**src/rtl/mem_wb_stage.sv**
```systemverilog
// mem_wb_stage: MEM-stage data-memory access and MEM/WB boundary register.
// Consumes the EX/MEM bundle and performs loads/stores through a req/ack
// handshake to a multi-cycle data memory. It freezes the upstream pipeline
// while an access is outstanding and registers the result for writeback.
// Optional feature: define MEM_TIMEOUT_EN to abort an access that sees no
// DM_ACK within TIMEOUT_CYCLES ACCESS cycles and flag it on WB_ERR.
// Without the macro, ACCESS waits indefinitely and WB_ERR is tied low.
module mem_wb_stage #(
  parameter int DATA_W         = 32,
  parameter int ADDR_W         = 16,
  parameter int TIMEOUT_CYCLES = 64
) (
  input  logic              clk,
  input  logic              rst,
  // MEM-stage bundle from the EX/MEM register
  input  logic              MEM_VALID,
  input  logic              MEM_DM_WE,
  input  logic              MEM_DM_RE,
  input  logic [DATA_W-1:0] MEM_ALU_RES,
  input  logic [DATA_W-1:0] MEM_muxB,
  input  logic [ADDR_W-1:0] MEM_DM_ADDR,
  input  logic              MEM_NEXT_PC,
  input  logic              MEM_RF_D_SEL,
  output logic              MEM_STALL,
  // data-memory handshake
  output logic              DM_REQ,
  output logic              DM_WE,
  output logic [ADDR_W-1:0] DM_ADDR,
  output logic [DATA_W-1:0] DM_WDATA,
  input  logic              DM_ACK,
  input  logic [DATA_W-1:0] DM_RDATA,
  // MEM/WB boundary
  output logic              WB_VALID,
  output logic [DATA_W-1:0] WB_ALU_RES,
  output logic [DATA_W-1:0] WB_DM_RDATA,
  output logic              WB_NEXT_PC,
  output logic              WB_RF_D_SEL,
  output logic              WB_ERR
);

  typedef enum logic [0:0] {
    IDLE   = 1'b0,
    ACCESS = 1'b1
  } state_t;

  state_t state_r;
  state_t state_nxt_s;

  // Handshake / control
  logic acc_s;     // instruction in MEM needs the data memory
  logic start_s;   // launch a memory access on the next edge
  logic pass_s;    // non-memory instruction goes straight to WB
  logic done_s;    // memory acknowledged the outstanding access
  logic abort_s;   // outstanding access gave up waiting

  // Memory-side registers
  logic              dm_req_r;
  logic              dm_we_r;
  logic [ADDR_W-1:0] dm_addr_r;
  logic [DATA_W-1:0] dm_wdata_r;

  // Fields captured at launch; EX/MEM may already have advanced on completion
  logic [DATA_W-1:0] alu_cap_r;
  logic              next_pc_cap_r;
  logic              rf_d_sel_cap_r;

  // WB-side registers
  logic              wb_valid_r;
  logic [DATA_W-1:0] wb_alu_res_r;
  logic [DATA_W-1:0] wb_dm_rdata_r;
  logic              wb_next_pc_r;
  logic              wb_rf_d_sel_r;

  // A store with RE also set is still a store; RE only matters when WE is low.
  assign acc_s = MEM_VALID & (MEM_DM_WE | MEM_DM_RE);

`ifdef MEM_TIMEOUT_EN
  localparam int CNT_W = $clog2(TIMEOUT_CYCLES + 1);
  localparam logic [CNT_W-1:0] CNT_LAST = CNT_W'(TIMEOUT_CYCLES - 1);

  logic [CNT_W-1:0] to_cnt_r;
  logic             wb_err_r;

  // Abort fires in the ACCESS cycle that would be the TIMEOUT_CYCLES-th
  // without ack; an ack in that same cycle still completes normally.
  assign abort_s = (state_r == ACCESS) & ~DM_ACK & (to_cnt_r == CNT_LAST);

  // Wait counter: held at zero outside ACCESS so it is clear on entry.
  always_ff @(posedge clk) begin
    if (rst) begin
      to_cnt_r <= {CNT_W{1'b0}};
    end else if (state_r == IDLE) begin
      to_cnt_r <= {CNT_W{1'b0}};
    end else if (!DM_ACK) begin
      to_cnt_r <= to_cnt_r + CNT_W'(1);
    end else begin
      to_cnt_r <= to_cnt_r;
    end
  end

  // Error flag: set by an abort, cleared by the next real WB load.
  always_ff @(posedge clk) begin
    if (rst) begin
      wb_err_r <= 1'b0;
    end else if (abort_s) begin
      wb_err_r <= 1'b1;
    end else if (pass_s || done_s) begin
      wb_err_r <= 1'b0;
    end else begin
      wb_err_r <= wb_err_r;
    end
  end

  assign WB_ERR = wb_err_r;
`else
  assign abort_s = 1'b0;
  assign WB_ERR  = 1'b0;
`endif

  // State register.
  always_ff @(posedge clk) begin
    if (rst) begin
      state_r <= IDLE;
    end else begin
      state_r <= state_nxt_s;
    end
  end

  // Next-state and per-cycle action decode.
  always_comb begin
    state_nxt_s = state_r;
    start_s     = 1'b0;
    pass_s      = 1'b0;
    done_s      = 1'b0;
    case (state_r)
      IDLE: begin
        if (acc_s) begin
          start_s     = 1'b1;
          state_nxt_s = ACCESS;
        end else if (MEM_VALID) begin
          pass_s      = 1'b1;
          state_nxt_s = IDLE;
        end else begin
          state_nxt_s = IDLE;
        end
      end
      ACCESS: begin
        if (DM_ACK) begin
          done_s      = 1'b1;
          state_nxt_s = IDLE;
        end else if (abort_s) begin
          state_nxt_s = IDLE;
        end else begin
          state_nxt_s = ACCESS;
        end
      end
      default: begin
        state_nxt_s = IDLE;
      end
    endcase
  end

  // Stall drops in the completing cycle so EX/MEM advances on the same edge
  // that registers the WB result.
  assign MEM_STALL = acc_s & ~done_s & ~abort_s;

  // Memory request registers: launched from IDLE, dropped on ack or abort.
  always_ff @(posedge clk) begin
    if (rst) begin
      dm_req_r       <= 1'b0;
      dm_we_r        <= 1'b0;
      dm_addr_r      <= {ADDR_W{1'b0}};
      dm_wdata_r     <= {DATA_W{1'b0}};
      alu_cap_r      <= {DATA_W{1'b0}};
      next_pc_cap_r  <= 1'b0;
      rf_d_sel_cap_r <= 1'b0;
    end else if (start_s) begin
      dm_req_r       <= 1'b1;
      dm_we_r        <= MEM_DM_WE;
      dm_addr_r      <= MEM_DM_ADDR;
      dm_wdata_r     <= MEM_muxB;
      alu_cap_r      <= MEM_ALU_RES;
      next_pc_cap_r  <= MEM_NEXT_PC;
      rf_d_sel_cap_r <= MEM_RF_D_SEL;
    end else if (done_s || abort_s) begin
      dm_req_r       <= 1'b0;
    end else begin
      dm_req_r       <= dm_req_r;
    end
  end

  // MEM/WB boundary: bubble while launching or waiting, load on completion.
  always_ff @(posedge clk) begin
    if (rst) begin
      wb_valid_r    <= 1'b0;
      wb_alu_res_r  <= {DATA_W{1'b0}};
      wb_dm_rdata_r <= {DATA_W{1'b0}};
      wb_next_pc_r  <= 1'b0;
      wb_rf_d_sel_r <= 1'b0;
    end else if (pass_s) begin
      wb_valid_r    <= 1'b1;
      wb_alu_res_r  <= MEM_ALU_RES;
      wb_dm_rdata_r <= {DATA_W{1'b0}};
      wb_next_pc_r  <= MEM_NEXT_PC;
      wb_rf_d_sel_r <= MEM_RF_D_SEL;
    end else if (done_s) begin
      wb_valid_r    <= 1'b1;
      wb_alu_res_r  <= alu_cap_r;
      wb_dm_rdata_r <= dm_we_r ? {DATA_W{1'b0}} : DM_RDATA;
      wb_next_pc_r  <= next_pc_cap_r;
      wb_rf_d_sel_r <= rf_d_sel_cap_r;
    end else if (abort_s) begin
      wb_valid_r    <= 1'b1;
      wb_alu_res_r  <= alu_cap_r;
      wb_dm_rdata_r <= {DATA_W{1'b0}};
      wb_next_pc_r  <= next_pc_cap_r;
      wb_rf_d_sel_r <= rf_d_sel_cap_r;
    end else begin
      wb_valid_r    <= 1'b0;
    end
  end

  assign DM_REQ      = dm_req_r;
  assign DM_WE       = dm_we_r;
  assign DM_ADDR     = dm_addr_r;
  assign DM_WDATA    = dm_wdata_r;
  assign WB_VALID    = wb_valid_r;
  assign WB_ALU_RES  = wb_alu_res_r;
  assign WB_DM_RDATA = wb_dm_rdata_r;
  assign WB_NEXT_PC  = wb_next_pc_r;
  assign WB_RF_D_SEL = wb_rf_d_sel_r;

endmodule

```
**config.mk**
```make
export PLATFORM = sky130hd
export DESIGN_NAME = mem_wb_stage
export DESIGN_NICKNAME = d
export VERILOG_FILES = /design/src/rtl/mem_wb_stage.sv
export SDC_FILE = /design/constraint.sdc
export NUM_CORES = 1
export LEC_CHECK = 0
export CAP_MARGIN = 10
export CORE_MARGIN = 4
export CORE_UTILIZATION = 43
export CTS_CLUSTER_SIZE = 28
export DETAILED_ROUTE_END_ITERATION = 10
export PLACE_DENSITY = 0.86
export SLEW_MARGIN = 20
export SYNTH_ARGS = -nofsm -noshare
export SYNTH_HDL_FRONTEND = slang
export SYNTH_SLANG_ARGS = --single-unit
export TNS_END_PERCENT = 5
```
**constraint.sdc**
```tcl
create_clock -name clk -period 1.6 [get_ports clk]
set_input_delay 0.32 -clock clk [delete_from_list [all_inputs] [get_ports clk]]
set_output_delay 0.32 -clock clk [all_outputs]
set_load 0.03 [all_outputs]
```
# ---- After elaboration in Yosys (flattened, before gate mapping)
# Index checks and enable logic that the tools add are counted.
dict set report totals {
  regBits 152
  latchBits 0
  ram_bits 0
  rom_bits 0
  wordCells 41
  n_memories 0
}
dict set report op_classes {
  n_addsub 0
  n_mul 0
  n_div 0
  n_lt_le_gt_ge 0
  eq_ne 0
  shift 0
  mux 20
  bitwise 5
  reduce_logical 3
}
# op count
set ops {}
lappend ops {{$mux W32} 3}
lappend ops {{$mux W1} 16}
lappend ops {{$reduce_bool A2 Y1} 2}
lappend ops {{$and A1 B1 Y1} 2}
lappend ops {{$not A1 Y1} 2}
lappend ops {{$pmux W1 S2} 1}
lappend ops {{$reduce_or A2 Y1} 1}
lappend ops {{$or A1 B1 Y1} 1}

# ---- Longest topological paths before layout
dict set report depth {
  ltp_word 5
  depth_mapped 5
}

# ---- Worst setup path before layout
# OpenSTA, ideal clock, no wires.
dict set report synth_timing {
  path_kind {input to register}
  startpoint {input port MEM_DM_WE}
  endpoint {register wb_alu_res_r[22], in the netlist WB_ALU_RES[22]}
  setup_ps 88
  arrival_ps 1411
  slack_ps 101
  cell_stages 5
  path_buffers 3
  cell_sequence {or4b_1 buf_2 buf_6 buf_6 a311oi_2}
}
dict set report synth_via {
  elab_chain_cells 5
}
# item line_no
set synth_rtl {}
lappend synth_rtl {{start: declaration} 17} ;# input logic MEM_DM_WE,
lappend synth_rtl {{$or A1 B1 Y1 (*)} 75} ;# assign acc_s = MEM_VALID & (MEM_DM_WE | MEM_DM_RE);
lappend synth_rtl {{$and A1 B1 Y1 (*)} 75}
lappend synth_rtl {{$mux W1 (*)} 137} ;# if (acc_s) begin
lappend synth_rtl {{$mux W1 (*)} 135} ;# case (state_r)
lappend synth_rtl {{$mux W32 or $reduce_bool A2 Y1 (tied branches)} n/a}
lappend synth_rtl {{end signal: assignment} 196} ;# wb_alu_res_r <= {DATA_W{1'b0}};
lappend synth_rtl {{end signal: assignment} 208} ;# wb_alu_res_r <= alu_cap_r;
lappend synth_rtl {{end signal: assignment} 214} ;# wb_alu_res_r <= alu_cap_r;
lappend synth_rtl {{end: declaration} 69} ;# logic [DATA_W-1:0] wb_alu_res_r;
# Every way passes the cells marked *; elsewhere a longest branch is shown, timed or not.
# A chain may end at the register's enable or synchronous reset.

# ---- Worst setup path in the final report
dict set report layout_timing {
  startpoint {input port MEM_DM_WE}
  endpoint {output port MEM_STALL}
}
dict set report layout_via {
  elab_chain_cells 3
}
# item line_no
set layout_rtl {}
lappend layout_rtl {{$or A1 B1 Y1} 75}
lappend layout_rtl {{$and A1 B1 Y1} 75}
lappend layout_rtl {{$and A1 B1 Y1} 165} ;# assign MEM_STALL = acc_s & ~done_s & ~abort_s;
lappend layout_rtl {{end: declaration} 24} ;# output logic MEM_STALL,
# No other way between the ends.

==> results.cfg <==
[drt]
routed_via_density = 5.413
wl_per_cell_um = 16.76
routed_wl_mm = 18.89
dr.pass1.iters = 5
vias = 6101
drt-initial-drc-count = 589
ant_nets = 0
drc = 0

[sta]
rsz0062_at_grt = yes
fin_ws_ns = 0.02570
tns_ns = 0
drv_slew = 0
fin_skew_ns = 0.009139
finalCritPeriodShare_pct = 98.39
fmax_ghz = 0.6352
setup_viol = 0
finalHoldViolCount = 0
period_minus_slack_ns = 1.574

[synth]
synth_seq_cells = 152
yosysWarnings = 0
yosysTopAreaCell = dfxtp_1
netlist.area_leader.share_pct = 51.09
syn_avg_cell_area_um2 = 8.192
ys_types = 22
synth_seq_area_share_pct = 51.09
netlist_area_mm2 = 0.005956
netlist_instances = 727
ys_top_cells_by_area = dfxtp_1 51%, a21oi_1 9.9%, o21ai_0 7.0%
syn-num-nets = 847

[clocking]
cts_root_buffer = clkbuf_16
numCtsBuffers = 17
cts_tree = yes
h-tree-depth = 4
clock_latency_ns = 0.42
clk_path_buf_depth = 2
clock_sinks = 152
clk_pin_slew_ns = 0.05

[grt]
grt_pass1_vias = 5876
antenna_found_initial = 0
grt_usage_pct = 22.79
grt_max_degree = 45
overflow = 0
grt_pass1_wl_mm = 29.54

[floorplan]
start_util_pct = 44.44
io_pins = 239
die_y_um = 125.7
fp.dieArea_mm2 = 0.01580
core_mm2 = 0.01340
rows = 42
die_x_um = 125.7

[placed_design]
place.gp.congestion = 0.8256
preCtsSetupSlack_ns = -0.6018
io_buffers = 237
dp.cells = 1093
dp_hpwl_mm = 12.81

[final_layout]
areaGrowthSynthToFinish_pct = 53.95
final_cells = 1127
drive_gt1_share_pct = 8.842
regArea_mm2 = 0.003044
multiInputGateArea_mm2 = 0.002634
fin_nets = 1057
fillers = 1130

[setup_path]
crit_fanout = 3
cp_cell_sequence = dlygate4sd2_1, buf_6, or2_4, and3_4, buf_6
critPathLaunchType = input pin
critPathArrivalTime_ns = 1.25
crit_top_cell = buf_6
endpoint_kind = output pin
crit_family = buffers and inverters
max_stage_delay_ns = 0.25
cp_num_buf_inv = 3
crit_type = in2out
critPathSlowestCell = dlygate4sd2_1
cp.required_ns = 1.28

[power_and_ir_drop]
total_power_mw = 9.788
total_leakage_power_nw = 3.727
power_density_mw_per_mm2 = 1068
ir_drop_mv = 0.6595

[hold_path]
hold_class = in2reg

[status]
status = completed

[run]
maxCapViolCount = 0
-- Yosys cell counts --
master	n
nand3b_1	32
dfxtp_1	152
nor2_1	35
buf_2	9
nor2b_1	1
or4b_1	1
nand3_1	82
o21ai_0	83
and2_1	1
a311oi_1	25
inv_1	1
or2_2	1
nand2_1	104
clkbuf_1	54
nand2b_1	3
buf_1	11
a311oi_2	9
buf_6	2
buf_4	1
a21oi_1	118
and3_1	1
conb_1	1
-- metal layers --
layer	wire length [µm]	track usage, %	vias up
li1	-	-	2969
met1	7582	26.91	2868
met2	9189	37.44	228
met3	1632	8.425	36
met4	483	9.566	0
met5	0	0	-
-- stage by stage --
stage               util (%)  area, µm²  hold slack, ns
finish                 68.42       9169          0.2737
global route           68.40       9166          0.2784
CTS                    68.27       9149          0.2665
detailed placement     64.58       8653          0.4423
global placement       64.58       8653          0.4370
floorplan                  -       5956          0.4514
-- path summary, 6_finish.rpt --
check                  from        endpoint  slack (ns)  cells past startpoint
max reg2reg         state_r      DM_ADDR[9]        0.14                      6
min reg2reg  WB_DM_RDATA[7]  WB_DM_RDATA[7]        0.44                      2
max               MEM_DM_WE       MEM_STALL        0.03                      5
min                     rst         state_r        0.27                      2
-- worst reg2reg max path: stages (launching register included) --
cell	delay, ns
dfxtp_2	0.32
buf_6	0.12
buf_4	0.14
nand2b_2	0.21
buf_4	0.22
o21ai_0	0.23
a21oi_1	0.10
-- layout by cell type (no fill, tap or decap), types with 4 or more instances in the layout --
| cell | count |
|---|---|
| a21oi_1 | 118 |
| a311oi_1 | 24 |
| a311oi_2 | 10 |
| buf_12 | 15 |
| buf_4 | 16 |
| buf_6 | 4 |
| bufinv_16 | 4 |
| clkbuf_16 | 17 |
| clkdlybuf4s50_1 | 115 |
| clkinv_2 | 5 |
| dfxtp_1 | 151 |
| dlygate4sd2_1 | 117 |
| nand2_1 | 103 |
| nand3_1 | 82 |
| nand3b_1 | 32 |
| nor2_1 | 34 |
| o21ai_0 | 83 |
-- timing repair --
| action | in CTS | in global routing |
|---|---|---|
| pin swaps | 0 | 1 |
| setup endpoints to repair | 183 | 2 |
| setup buffers | 0 | 1 |
| hold buffers | 0 | 0 |
| gates resized for setup | 125 | 3 |
-- cells by family (layout without fill, tap and decap cells) --
logic type,count (synthesis),in the layout,synth area share [%]
and+or+nand+nor,261,261,20.59
buffers and inverters,78,301,5.420
DFF,152,152,51.09
other,1,2,0.06296
AOI/OAI and AO/OA,235,235,22.84
-- flip-flops by register name, summed over array words and instances (netlist names) --
name            count
DM_WE               1
rf_d_sel_cap_r      1
alu_cap_r          32
WB_ALU_RES         32
DM_ADDR            16
state_r             1
next_pc_cap_r       1
WB_NEXT_PC          1
WB_RF_D_SEL         1
DM_WDATA           32
WB_DM_RDATA        32
WB_VALID            1
DM_REQ              1
-- where the power goes --
group | internal (mW) | switching (mW) | total [mW]
combinational | 0.683 | 0.896 | 1.58
sequential | 3.99 | 0.0903 | 4.08
clock | 2.60 | 1.53 | 4.13
-- area by class of cell --
| type | count | area share [%] |
|---|---|---|
| sequential | 152 | 33.20 |
| timing repair buffer | 268 | 28.94 |
| multi-input combinational | 497 | 28.73 |
| clock buffer | 19 | 4.722 |
| tap | 176 | 2.402 |
| clock inverter | 13 | 1.938 |
| inverter | 1 | 0.04094 |
| antenna | 1 | 0.02729 |
Note: power is estimated with default switching activity, not from simulation.
